<file path="config.mk">
export PLATFORM = sky130hd
export DESIGN_NAME = ysyx_25020037_gpr_sched
export DESIGN_NICKNAME = d
export VERILOG_FILES = /design/src/rtl/ysyx_25020037_gpr_sched_pkg.sv /design/src/rtl/ysyx_25020037_rr_arb2.sv /design/src/rtl/ysyx_25020037_gpr_sched.sv
export VERILOG_INCLUDE_DIRS = /design/src /design/src/rtl
export SDC_FILE = /design/constraint.sdc
export NUM_CORES = 1
export LEC_CHECK = 0
export ABC_AREA = 1
export BUFFER_PORTS_ARGS = -buffer_cell sky130_fd_sc_hd__buf_4
export CORE_MARGIN = 2
export CORE_UTILIZATION = 30
export DETAILED_ROUTE_END_ITERATION = 10
export REMOVE_ABC_BUFFERS = 1
export SYNTH_ARGS = -nofsm -noshare
export SYNTH_HDL_FRONTEND = slang
export SYNTH_SLANG_ARGS = --single-unit
</file>
<file path="constraint.sdc">
create_clock -name clk -period 2.7 [get_ports clk]
set_clock_uncertainty 0.05 [all_clocks]
set_input_delay 0 -clock clk [delete_from_list [all_inputs] [get_ports clk]]
set_output_delay 0 -clock clk [all_outputs]
set_load 0.02 [all_outputs]
</file>
<file path="src/rtl/ysyx_25020037_config.vh">
// Shared build configuration for the ysyx_25020037 core: register-file
// geometry used by the GPR scoreboard and its neighbours.
`ifndef YSYX_25020037_CONFIG_VH
`define YSYX_25020037_CONFIG_VH

`define YSYX_25020037_NREG      16
`define YSYX_25020037_GPR_IDX_W 5
`define YSYX_25020037_XLEN      32

`endif

</file>
<file path="src/rtl/ysyx_25020037_gpr_sched_pkg.sv">
// Common types and helpers for the GPR write scheduler / scoreboard.
`include "ysyx_25020037_config.vh"

package ysyx_25020037_gpr_sched_pkg;

   localparam int IDX_W    = `YSYX_25020037_GPR_IDX_W;
   localparam int XLEN     = `YSYX_25020037_XLEN;
   localparam int NREG_DEF = `YSYX_25020037_NREG;

   // One GPR-file write: destination index and value.
   typedef struct packed {
      logic [IDX_W-1:0] addr;
      logic [XLEN-1:0]  data;
   } wr_req_t;

   // Indices outside the implemented register file behave as x0.
   function automatic logic [IDX_W-1:0] eff_idx(input logic [IDX_W-1:0] idx,
                                                 input int               nreg);
      return (int'(idx) < nreg) ? idx : '0;
   endfunction

endpackage

</file>
<file path="src/rtl/ysyx_25020037_rr_arb2.sv">
// Two-requester round-robin arbiter. req[0]/grant[0] is the writeback unit,
// req[1]/grant[1] is the load unit. After reset the load unit counts as the
// last winner, so the writeback unit wins the first tie.
module ysyx_25020037_rr_arb2
   import ysyx_25020037_gpr_sched_pkg::*;
(
   input  logic       clk,
   input  logic       rst,
   input  logic [1:0] req,
   input  logic       advance,
   output logic [1:0] grant
);

   logic last_ld_q;
   logic last_ld_d;

   // Grant selection: a lone requester always wins, a tie goes to the source
   // that did not win last time.
   always_comb begin
      grant     = req;
      last_ld_d = last_ld_q;
      if (req == 2'b11) begin
         grant = last_ld_q ? 2'b01 : 2'b10;
      end
      if (advance) begin
         last_ld_d = grant[1];
      end
   end

   // Remember which source won the most recent accepted grant.
   always_ff @(posedge clk) begin
      if (!rst) begin
         last_ld_q <= 1'b1;
      end else begin
         last_ld_q <= last_ld_d;
      end
   end

endmodule

</file>
<file path="src/rtl/ysyx_25020037_gpr_sched.sv">
// GPR scoreboard and write-port scheduler. Tracks a pending-write bit per
// GPR, stalls issue on RAW/WAW hazards, merges writeback and load returns
// onto the single register-file write port, and provides a drain sequence
// used ahead of ecall/mret/CSR instructions.
module ysyx_25020037_gpr_sched
   import ysyx_25020037_gpr_sched_pkg::*;
#(
   parameter int NREG = NREG_DEF
) (
   input  logic             clk,
   input  logic             rst,
   input  logic             issue_valid,
   output logic             issue_ready,
   input  logic [IDX_W-1:0] issue_rs1,
   input  logic [IDX_W-1:0] issue_rs2,
   input  logic [IDX_W-1:0] issue_rd,
   input  logic             issue_we,
   input  logic             wb_valid,
   output logic             wb_ready,
   input  logic [IDX_W-1:0] wb_rd,
   input  logic [XLEN-1:0]  wb_data,
   input  logic             ld_valid,
   output logic             ld_ready,
   input  logic [IDX_W-1:0] ld_rd,
   input  logic [XLEN-1:0]  ld_data,
   output logic             gpr_wen,
   output logic [IDX_W-1:0] gpr_waddr,
   output logic [XLEN-1:0]  gpr_wdata,
   input  logic             drain_req,
   output logic             drain_done,
   output logic [NREG-1:0]  busy_mask,
   output logic             err_spurious
);

   typedef enum logic [1:0] {
      ST_RUN   = 2'd0,
      ST_DRAIN = 2'd1,
      ST_DONE  = 2'd2
   } state_e;

   state_e          state_q, state_d;
   logic [NREG-1:0] busy_q, busy_d;
   logic            wen_q, wen_d;
   wr_req_t         wr_q, wr_d;
   logic            err_q, err_d;

   logic [1:0]      grant;
   logic            acc;
   wr_req_t         acc_wr;
   logic [NREG-1:0] acc_oh;
   logic [NREG-1:0] clr_oh;
   logic [NREG-1:0] set_oh;
   logic [NREG-1:0] need_oh;
   logic            hazard;

   // One-hot decode of a register index; x0 and out-of-range indices map to
   // an all-zero vector so they can never become busy.
   function automatic logic [NREG-1:0] dec_idx(input logic [IDX_W-1:0] idx);
      logic [NREG-1:0] oh;
      oh = '0;
      for (int i = 1; i < NREG; i++) begin
         if (idx == IDX_W'(i)) begin
            oh[i] = 1'b1;
         end
      end
      return oh;
   endfunction

   ysyx_25020037_rr_arb2 u_arb (
      .clk     (clk),
      .rst     (rst),
      .req     ({ld_valid, wb_valid}),
      .advance (acc),
      .grant   (grant)
   );

   // Issue hazard check, write-port acceptance and scoreboard next state.
   always_comb begin
      need_oh = dec_idx(issue_rs1) | dec_idx(issue_rs2);
      if (issue_we) begin
         need_oh = need_oh | dec_idx(issue_rd);
      end
      hazard      = |(busy_q & need_oh);
      issue_ready = (state_q == ST_RUN) && !hazard;

      wb_ready = grant[0];
      ld_ready = grant[1];
      acc      = |grant;

      acc_wr.addr = eff_idx(wb_rd, NREG);
      acc_wr.data = wb_data;
      if (grant[1]) begin
         acc_wr.addr = eff_idx(ld_rd, NREG);
         acc_wr.data = ld_data;
      end
      acc_oh = acc ? dec_idx(acc_wr.addr) : '0;

      // The write registered last cycle commits at this edge and frees its rd.
      clr_oh = wen_q ? dec_idx(wr_q.addr) : '0;
      set_oh = (issue_valid && issue_ready && issue_we) ? dec_idx(issue_rd) : '0;
      // A set can only meet a clear on an unstalled issue, so the set wins.
      busy_d = (busy_q & ~clr_oh) | set_oh;

      err_d = err_q;
      if ((|acc_oh) && !(|(acc_oh & busy_q)) && !(|(acc_oh & clr_oh))) begin
         err_d = 1'b1;
      end

      wen_d = |acc_oh;
      wr_d  = acc ? acc_wr : wr_q;
   end

   // Drain sequencing: stop issuing until every outstanding write has landed.
   always_comb begin
      state_d    = state_q;
      drain_done = 1'b0;
      unique case (state_q)
         ST_RUN: begin
            if (drain_req) begin
               state_d = ST_DRAIN;
            end
         end
         ST_DRAIN: begin
            if ((busy_q == '0) && !wen_q) begin
               state_d = ST_DONE;
            end
         end
         ST_DONE: begin
            drain_done = 1'b1;
            state_d    = ST_RUN;
         end
         default: begin
            state_d = ST_RUN;
         end
      endcase
   end

   // State, scoreboard and registered write port; reset drops any pending write.
   always_ff @(posedge clk) begin
      if (!rst) begin
         state_q <= ST_RUN;
         busy_q  <= '0;
         wen_q   <= 1'b0;
         wr_q    <= '0;
         err_q   <= 1'b0;
      end else begin
         state_q <= state_d;
         busy_q  <= busy_d;
         wen_q   <= wen_d;
         wr_q    <= wr_d;
         err_q   <= err_d;
      end
   end

   assign gpr_wen      = wen_q;
   assign gpr_waddr    = wr_q.addr;
   assign gpr_wdata    = wr_q.data;
   assign busy_mask    = busy_q;
   assign err_spurious = err_q;

endmodule

</file>
==> results of run 1 <==
## per-layer routing
layer / wire [um] / vias to the layer above / global-route usage, %
li1: - / 2353 / -
met2: 6450 / 210 / 35.9
met4: 314 / 0 / 7.24
met3: 1090 / 30 / 5.47
met1: 5840 / 2148 / 25.2
met5: 0 / - / 0
## area by class of cell
cell class	count	share of cell area (%)
inverter	48	3.26
multi-input combinational	456	38.5
sequential	56	19.9
clock inverter	3	0.444
clock buffer	5	2.22
tap	147	3.26
timing repair buffer	221	32.4
## through the flow
stage	setup WS (ps)	hold slack, ps	setup TNS, ps	utilization, %
after floorplan	-512	48.6	-546	-
after global placement	824	186	0	40.6
after detailed placement	817	195	0	40.6
after CTS	287	71.6	0	47.5
after global routing	72.0	92.5	0	47.5
final	288	67.5	0	47.5
## power by group
part           total [mW]  switching, mW  internal (mW)
sequential          0.930         0.0438          0.887
combinational       0.748          0.407          0.340
clock               0.709          0.355          0.354
total                2.39          0.806           1.58
## final timing paths
kind	from	to	slack, ps	cells past startpoint
worst max-delay path	wb_valid	gpr_wdata[9]	290	9
worst min register to register	err_spurious	err_spurious	410	2
worst max register to register	u_arb.last_ld_q	gpr_wdata[11]	330	6
worst min-delay path	rst	gpr_waddr[2]	70	3
## cells by family (layout without fill, tap and decap cells)
| logic type | Yosys count | after routing | synth area share [%] |
|---|---|---|---|
| AO/OA/AOI/OAI | 110 | 110 | 17.5 |
| buffers and inverters | 74 | 277 | 8.65 |
| AND/OR/NAND/NOR | 344 | 344 | 42.6 |
| other | 1 | 2 | 0.104 |
| flip-flops | 56 | 56 | 31.1 |
## registers in the layout, summed over array words and instances, names as in the netlist
name and cells:
gpr_waddr 4, gpr_wen 1, gpr_wdata 32, busy_mask 15
u_arb.last_ld_q 1, err_spurious 1, state_q 2
## what timing repair did
action / in CTS / in global routing
gates resized for setup: 0 / 1
hold buffers: 67 / 0
setup endpoints to repair: 0 / 1
endpoints found under the hold margin: 34 / 0
## cell usage after synthesis
| cell | n | area share (%) |
|---|---|---|
| a21oi_1 | 12 | 1.7 |
| a21oi_2 | 10 | 2.4 |
| a31oi_1 | 32 | 5.6 |
| buf_1 | 3 | 0.31 |
| buf_12 | 1 | 0.56 |
| buf_2 | 2 | 0.28 |
| buf_4 | 4 | 0.83 |
| clkbuf_1 | 16 | 1.7 |
| conb_1 | 1 | 0.10 |
| dfxtp_1 | 56 | 31 |
| inv_1 | 42 | 4.4 |
| inv_2 | 6 | 0.63 |
| nand2_1 | 159 | 17 |
| nand2_2 | 8 | 1.4 |
| nand3_1 | 75 | 10 |
| nand3_2 | 11 | 3.1 |
| nand4_1 | 8 | 1.4 |
| nor2_1 | 68 | 7.1 |
| nor2_2 | 8 | 1.4 |
| nor2_4 | 1 | 0.31 |
| nor3_1 | 3 | 0.42 |
| nor4_1 | 3 | 0.52 |
| o211ai_1 | 1 | 0.21 |
| o21ai_0 | 48 | 6.7 |
| o21ai_1 | 7 | 0.97 |
## critical path: cells and delay by family
kind	cells	cell delay, ps
buffers and inverters	4	1740
AND/OR/NAND/NOR	3	500
AO/OA/AOI/OAI	2	360
==> flow_summary.json, run 1 <==
{
  "status": "complete, no violations",
  "place.gp.congestion": 0.911,
  "grt_use_total_pct": 20.9,
  "power.total_mw": 2.39,
  "hold_viol_final": 0,
  "clkSinkCount": 56,
  "min_period_ps": 2410,
  "grt_max_degree": 65,
  "coreArea_sq_mm": 0.0119,
  "fillers": 1137,
  "numPortBuffers": 152,
  "wl_per_cell_um": 14.6,
  "grt-ovfl-total": 0,
  "n_antenna_cell": 0,
  "crit_path_end_kind": "register",
  "syn_area_sq_mm": 0.00360,
  "fmax_mhz": 415,
  "power_density_mw_per_mm2": 423,
  "path_class": "in -> reg",
  "rsz0062_at_grt": "no",
  "hp-class": "in -> reg",
  "areaGrowthSynthToFinish_pct": 56.7,
  "post_dp_cell_area_sq_mm": 0.00481,
  "grt_pass1_vias": 4721,
  "clk_path_buf_depth": 2,
  "avgSynthCellArea_sq_um": 6.15,
  "dp_cells": 861,
  "pin_count": 155,
  "postRouteAntennaNets": 0,
  "period_share_pct": 89.3,
  "vdd_ir_drop_max_v": 0.000323,
  "ys_seq_area_share_pct": 31.1,
  "cts_buffers": 5,
  "arrival_ps": 2620,
  "die_w_um": 114,
  "die_h_um": 114,
  "multi_input_area_sq_mm": 0.00217,
  "dr.pass1.iters": 5,
  "crit_chain": "dlygate4sd3_1 -> buf_4 -> nand2_2 -> nand2_1 -> nand2_2 -> buf_4 -> o21ai_0 -> a31oi_1 -> dlygate4sd3_1",
  "ys_warn_count": 0,
  "crit_path_max_incr_delay_ps": 570,
  "rows": 40,
  "p_leak_nw": 2.77,
  "mostFrequentLayoutCells": "158 x nand2_1, 154 x buf_4, 75 x nand3_1, 68 x nor2_1, 67 x dlygate4sd3_1",
  "htree_num_levels": 2,
  "crit_path_start_kind": "input port",
  "grt_pass1_wl_um": 21800,
  "antenna_found_initial": 0,
  "yosys.cell_types.count": 25,
  "wirelength_um": 13700,
  "worstPathRequired_ps": 2900,
  "worst_pin_slew_ps": 817,
  "die-area_sq_mm": 0.0129,
  "setup_viol": 0,
  "cts_root_buffer": "clkbuf_16",
  "syn_inst": 585,
  "drcViolationCount": 0,
  "layout.cells.non_filler": 936,
  "synth_seq_cells": 56,
  "path_max_fanout": 64,
  "clkLatencyLatePin_ps": 310,
  "max-slew-margin-rel_pct": 45.5,
  "seq_area_sq_mm": 0.00112,
  "cts_setup_buffers": 0,
  "clk_pin_slew_ps": 80,
  "final_common_cell": "nand2_1",
  "drive_gt1_share_pct": 26.4,
  "cp_slowest_cell": "dlygate4sd3_1",
  "vias_per_cell": 5.07,
  "via_count": 4741,
  "maxCapViolations": 0,
  "cts_tree": "done",
  "final_cell_area_sq_mm": 0.00564,
  "nNetsFinal": 884,
  "initial_core_util_pct": 30.3,
  "slew_viol_final": 0,
  "dpl.hpwl_um": 9890,
  "drtIter0Drc": 235
}
(Power assumes the default switching activity.)
==> run 2, diff against run 1 <==
--- a/config.mk
+++ b/config.mk
@@ -11,7 +11,6 @@
 export CORE_MARGIN = 2
 export CORE_UTILIZATION = 30
 export DETAILED_ROUTE_END_ITERATION = 10
-export REMOVE_ABC_BUFFERS = 1
 export SYNTH_ARGS = -nofsm -noshare
 export SYNTH_HDL_FRONTEND = slang
 export SYNTH_SLANG_ARGS = --single-unit
==> run 2 against run 1 <==
Core utilization about the same. Highest routed layer unchanged. Critical path type unchanged. Sequential share of layout area about the same. Critical path depth unchanged. Critical endpoint is now gpr_wdata[16]. Maximum frequency is 4.1% lower. Largest cell class unchanged. Worst hold slack improved by 14 ps.
==> flow_summary.json, run 2 (synthesis results as in run 1) <==
{
  "fillers": 1177,
  "wl_per_cell_um": 14.5,
  "antenna_found_initial": 0,
  "worstPathRequired_ps": 2900,
  "crit_path_max_incr_delay_ps": 580,
  "p_leak_nw": 2.77,
  "areaGrowthSynthToFinish_pct": 56.7,
  "layout.cells.non_filler": 936,
  "pin_count": 155,
  "tns_ps": 0,
  "post-route-util_pct": 47.6,
  "postRouteAntennaNets": 0,
  "clk_path_buf_depth": 2,
  "final_common_cell": "nand2_1",
  "maxCapViolations": 0,
  "hp-class": "in -> reg",
  "worst_pin_slew_ps": 787,
  "max-slew-margin-rel_pct": 47.5,
  "mostFrequentLayoutCells": "158 x nand2_1, 154 x buf_4, 75 x nand3_1, 68 x nor2_1, 67 x dlygate4sd3_1",
  "setup_viol": 0,
  "cts_buffers": 5,
  "vdd_ir_drop_max_v": 0.000277,
  "crit_chain": "dlygate4sd3_1 -> buf_4 -> nand2_2 -> nand2_1 -> nand2_2 -> buf_4 -> o21ai_0 -> a31oi_1 -> dlygate4sd3_1",
  "clk_pin_slew_ps": 80,
  "p_sw_uw": 799,
  "die-area_sq_mm": 0.0129,
  "crit_family": "buffers and inverters",
  "p_clk_share_pct": 29.5,
  "drtIter0Drc": 329,
  "path_max_fanout": 64,
  "cts_tree": "done",
  "grt-ovfl-total": 0,
  "post_dp_cell_area_sq_mm": 0.00481,
  "grt_max_degree": 65,
  "dpl.hpwl_um": 9530,
  "vias_per_cell": 5.13,
  "p_int_mw": 1.58,
  "seq_area_sq_mm": 0.00112,
  "final_cell_area_sq_mm": 0.00564,
  "fmax_mhz": 398,
  "grt_pass1_wl_um": 22000,
  "grt_use_total_pct": 20.9,
  "coreArea_sq_mm": 0.0119,
  "drive_gt1_share_pct": 26.4,
  "drcViolationCount": 0,
  "largest_reg_flops": 32,
  "switching_share_pct": 33.6,
  "period_share_pct": 93.2,
  "power_density_mw_per_mm2": 422,
  "htree_num_levels": 2,
  "cts_root_buffer": "clkbuf_16",
  "multi_input_area_sq_mm": 0.00217,
  "min_period_ps": 2520,
  "rows": 40,
  "slew_viol_final": 0,
  "cp_slowest_cell": "dlygate4sd3_1",
  "die_h_um": 114,
  "dp_cells": 861,
  "n_antenna_cell": 0,
  "die_w_um": 114,
  "arrival_ps": 2710,
  "wirelength_um": 13600,
  "clkLatencyLatePin_ps": 310,
  "rsz0062_at_grt": "no",
  "clkSinkCount": 56,
  "via_count": 4806,
  "hold_viol_final": 0,
  "nNetsFinal": 884,
  "cts_setup_buffers": 0,
  "crit_path_end_kind": "register",
  "place.gp.congestion": 0.928,
  "crit_path_start_kind": "input port",
  "dr.pass1.iters": 6,
  "numPortBuffers": 152,
  "worstPathBufferInverterCount": 4,
  "path_class": "in -> reg",
  "r2r_slack_ps": 250,
  "seq_power_share_pct": 39.2,
  "status": "complete, no violations",
  "grt_pass1_vias": 4638,
  "p_comb_share_pct": 31.4,
  "initial_core_util_pct": 30.3
}
[run 2: worst paths after layout]
check	startpoint	end	depth (start not counted)
max	wb_valid	gpr_wdata[16]	9
min	rst	gpr_waddr[2]	3
max reg2reg	u_arb.last_ld_q	gpr_wdata[16]	7
min reg2reg	err_spurious	err_spurious	2
[run 2: what timing repair did]
| action | in CTS | in global routing |
|---|---|---|
| endpoints found under the setup margin | 0 | 12 |
| gates resized for setup | 0 | 1 |
| hold endpoints to repair | 34 | 0 |
| hold buffers | 67 | 0 |
[run 2: tightest hold or removal path, stage by stage]
cell and delay (ps):
buf_4 220, o21ai_0 120, a21oi_1 40
[run 2: through the flow]
stage | power, mW | hold WS [ps] | setup slack, ps
after floorplan | 1.30 | 79.1 | 1110
after global placement | 1.57 | 190 | 888
after detailed placement | 1.58 | 200 | 803
after CTS | 2.38 | 72.5 | 254
after global routing | 2.50 | 92.2 | 54.2
final | 2.38 | 81.6 | 184
[run 2: layout make-up]
cell class              instances  area share, %
inverters                      48           3.26
repair buffers                221           32.4
well taps                     147           3.26
clock inverters                 3          0.466
flip-flops and latches         56           19.9
multi-input cells             456           38.5
clock buffers                   5           2.22
[run 2: power by group through the flow]
stage          clock [mW]  sequential (mW)  combinational, mW
2_1_floorplan           0             1.01              0.294
3_3_place_gp            0            0.946              0.628
3_5_place_dp            0            0.948              0.631
4_1_cts             0.717            0.931              0.735
5_1_grt             0.752            0.940              0.811
6_report            0.702            0.932              0.746
[run 2: per-layer routing]
| metal | global-route usage (%) | vias up | share of wire (%) |
|---|---|---|---|
| met5 | 0 | - | 0 |
| met4 | 7.40 | 0 | 2.6 |
| met3 | 5.47 | 38 | 8.6 |
| met2 | 35.9 | 227 | 48 |
| met1 | 25.2 | 2184 | 41 |
| li1 | - | 2357 | - |
==> run 3, diff against run 2 <==
--- a/config.mk
+++ b/config.mk
@@ -9,8 +9,9 @@
 export ABC_AREA = 1
 export BUFFER_PORTS_ARGS = -buffer_cell sky130_fd_sc_hd__buf_4
 export CORE_MARGIN = 2
-export CORE_UTILIZATION = 30
+export CORE_UTILIZATION = 50
 export DETAILED_ROUTE_END_ITERATION = 10
+export PLACE_DENSITY = 0.83
 export SYNTH_ARGS = -nofsm -noshare
 export SYNTH_HDL_FRONTEND = slang
 export SYNTH_SLANG_ARGS = --single-unit
==> run 3 against run 2 <==
Cell area decreased by 1.8%. Critical path type unchanged. Global-route usage increased by 18 points. Largest power group unchanged. Clock-buffer cell count increased by 1. Sequential cell count unchanged. Sequential power increased by 0.5%. First-iteration DRC count increased by 33%. Combinational power increased by 5.1%. Maximum frequency increased by 0.58%. Non-clock buffer count unchanged. Worst hold slack got worse by 20 ps. Register-to-register slack got worse by 30 ps.
==> flow_summary.json, run 3 (synthesis results as in run 1) <==
{
  "p_comb_share_pct": 34.1,
  "coreArea_sq_mm": 0.00687,
  "fmax_mhz": 400,
  "grt_pass1_vias": 5007,
  "worstPathRequired_ps": 2910,
  "path_class": "in -> reg",
  "nNetsFinal": 884,
  "place.gp.congestion": 1.08,
  "p_sw_uw": 792,
  "pin_count": 155,
  "seq_power_share_pct": 40.7,
  "switching_share_pct": 34.4,
  "dr.pass1.iters": 5,
  "largest_reg_flops": 32,
  "n_antenna_cell": 0,
  "p_leak_nw": 2.75,
  "top_layer": "met4",
  "wl_per_cell_um": 17.5,
  "regToRegEndpoint": "gpr_wdata[1]",
  "cts_buffers": 5,
  "pre_cts_ws_ps": 832,
  "cts_tree": "done",
  "rsz0062_at_grt": "no",
  "die_h_um": 88.9,
  "r2r_slack_ps": 220,
  "cp_slowest_cell": "dlygate4sd3_1",
  "critical_path.startpoint": "wb_valid",
  "p_clk_share_pct": 25.2,
  "fin_ws_ps": 199,
  "worst_pin_slew_ps": 780,
  "drive_gt1_share_pct": 26.2,
  "crit_family": "buffers and inverters",
  "clk_pin_slew_ps": 110,
  "min_to": "busy_mask[7]",
  "max-slew-margin-rel_pct": 47.9,
  "r2r_cells": 6,
  "wirelength_um": 15500,
  "hold_viol_final": 0,
  "cts_root_buffer": "clkbuf_8",
  "crit_path_max_incr_delay_ps": 620,
  "grt-ovfl-total": 0,
  "vdd_ir_drop_max_v": 0.000291,
  "slew_viol_final": 0,
  "min_period_ps": 2500,
  "setup_viol": 0,
  "drcViolationCount": 0,
  "antenna_found_initial": 0,
  "route.met3.wl_um": 1470,
  "numPortBuffers": 152,
  "clkLatencyLatePin_ps": 320,
  "wl_met1_um": 5570,
  "holdCritStartpoint": "issue_rd[2]",
  "clk_path_buf_depth": 2,
  "die-area_sq_mm": 0.00789,
  "rr_startpoint": "u_arb.last_ld_q",
  "mostFrequentLayoutCells": "158 x nand2_1, 153 x buf_4, 75 x nand3_1, 68 x nor2_1, 67 x dlygate4sd3_1",
  "status": "complete, no violations",
  "hp-class": "in -> reg",
  "path_max_fanout": 64,
  "worstPathBufferInverterCount": 4,
  "cts_setup_buffers": 0,
  "grt_pass1_wl_um": 23800,
  "arrival_ps": 2710,
  "initial_core_util_pct": 52.4,
  "rows": 30,
  "holdPathStages": 5,
  "htree_num_levels": 2,
  "power_density_mw_per_mm2": 416,
  "postRouteAntennaNets": 0,
  "via_count": 5197,
  "wl_met2_um": 7480,
  "areaGrowthSynthToFinish_pct": 53.9,
  "grt_max_degree": 65,
  "clkSinkCount": 56,
  "p_int_mw": 1.51,
  "final_common_cell": "nand2_1",
  "drtIter0Drc": 436,
  "period_share_pct": 92.6,
  "grt_use_total_pct": 38.8,
  "crit_path_start_kind": "input port",
  "maxCapViolations": 0,
  "vias_per_cell": 5.87,
  "tns_ps": 0,
  "die_w_um": 88.9,
  "crit_path_end_kind": "register",
  "crit_chain": "dlygate4sd3_1 -> buf_4 -> nand2_2 -> nand2_1 -> nand2_2 -> buf_6 -> o21ai_0 -> a31oi_1 -> dlygate4sd3_1",
  "dpl.hpwl_um": 9390
}
[run 3: cell count changes in the layout (fill, tap and decap cells not counted), sizes merged]
cell	delta
bufinv	+1
clkinv	-1
inv	-1
clkbuf	+1
[run 3: metal layers]
layer	global-route usage, %	vias to the layer above
met1	44.6	2376
li1	-	2352
met2	66.9	374
met4	21.3	0
met5	0	-
met3	8.02	95
[run 3: worst reg2reg max path: stages (launching register included)]
cell and delay, ps:
dfxtp_1 360, nand2_2 80, nand2_1 270, clkinvlp_4 580
nand2_1 250, a31oi_1 130, dlygate4sd3_1 640
[run 3: worst max path at each step]
| stage | endpoint | slack, ps | cells after the start |
|---|---|---|---|
| after global routing | gpr_wdata[18] | 60 | 6 |
| final | gpr_wdata[5] | 200 | 9 |
| after global placement | gpr_wdata[17] | 930 | 5 |
| after detailed placement | err_spurious | 830 | 13 |
| after floorplan | err_spurious | 1110 | 14 |
| after CTS | gpr_wdata[14] | 280 | 8 |
[run 3: layout make-up]
type / instances / area, sq um
clock buffer: 6 / 72.6
clock inverter: 2 / 38.8
fill: 474 / 1330
inverter: 48 / 184
multi-input combinational: 456 / 2170
sequential: 56 / 1120
tap: 96 / 120
timing repair buffer: 221 / 1830
[run 3: repair_timing]
action / CTS / global route
endpoints found under the hold margin: 34 / 0
endpoints found under the setup margin: 0 / 5
hold buffers: 67 / 0
gates resized for setup: 0 / 2
[run 3: metrics by stage]
| stage | power (mW) | hold slack [ps] | cell area, sq um | util [%] | cells |
|---|---|---|---|---|---|
| after floorplan | 1.30 | 79.1 | 3600 | - | 586 |
| after global placement | 1.56 | 178 | 4750 | 69.2 | 810 |
| after detailed placement | 1.57 | 195 | 4750 | 69.2 | 810 |
| after CTS | 2.23 | 64.6 | 5530 | 80.5 | 885 |
| after global routing | 2.39 | 77.2 | 5540 | 80.7 | 885 |
| final | 2.30 | 61.7 | 5540 | 80.7 | 885 |
[run 3: power groups by stage]
stage | Clock [mW] | Combinational (mW) | Sequential, mW
after detailed placement | 0 | 0.631 | 0.943
after CTS | 0.571 | 0.736 | 0.926
after global routing | 0.610 | 0.835 | 0.942
after global placement | 0 | 0.618 | 0.943
final | 0.581 | 0.784 | 0.937
after floorplan | 0 | 0.294 | 1.01
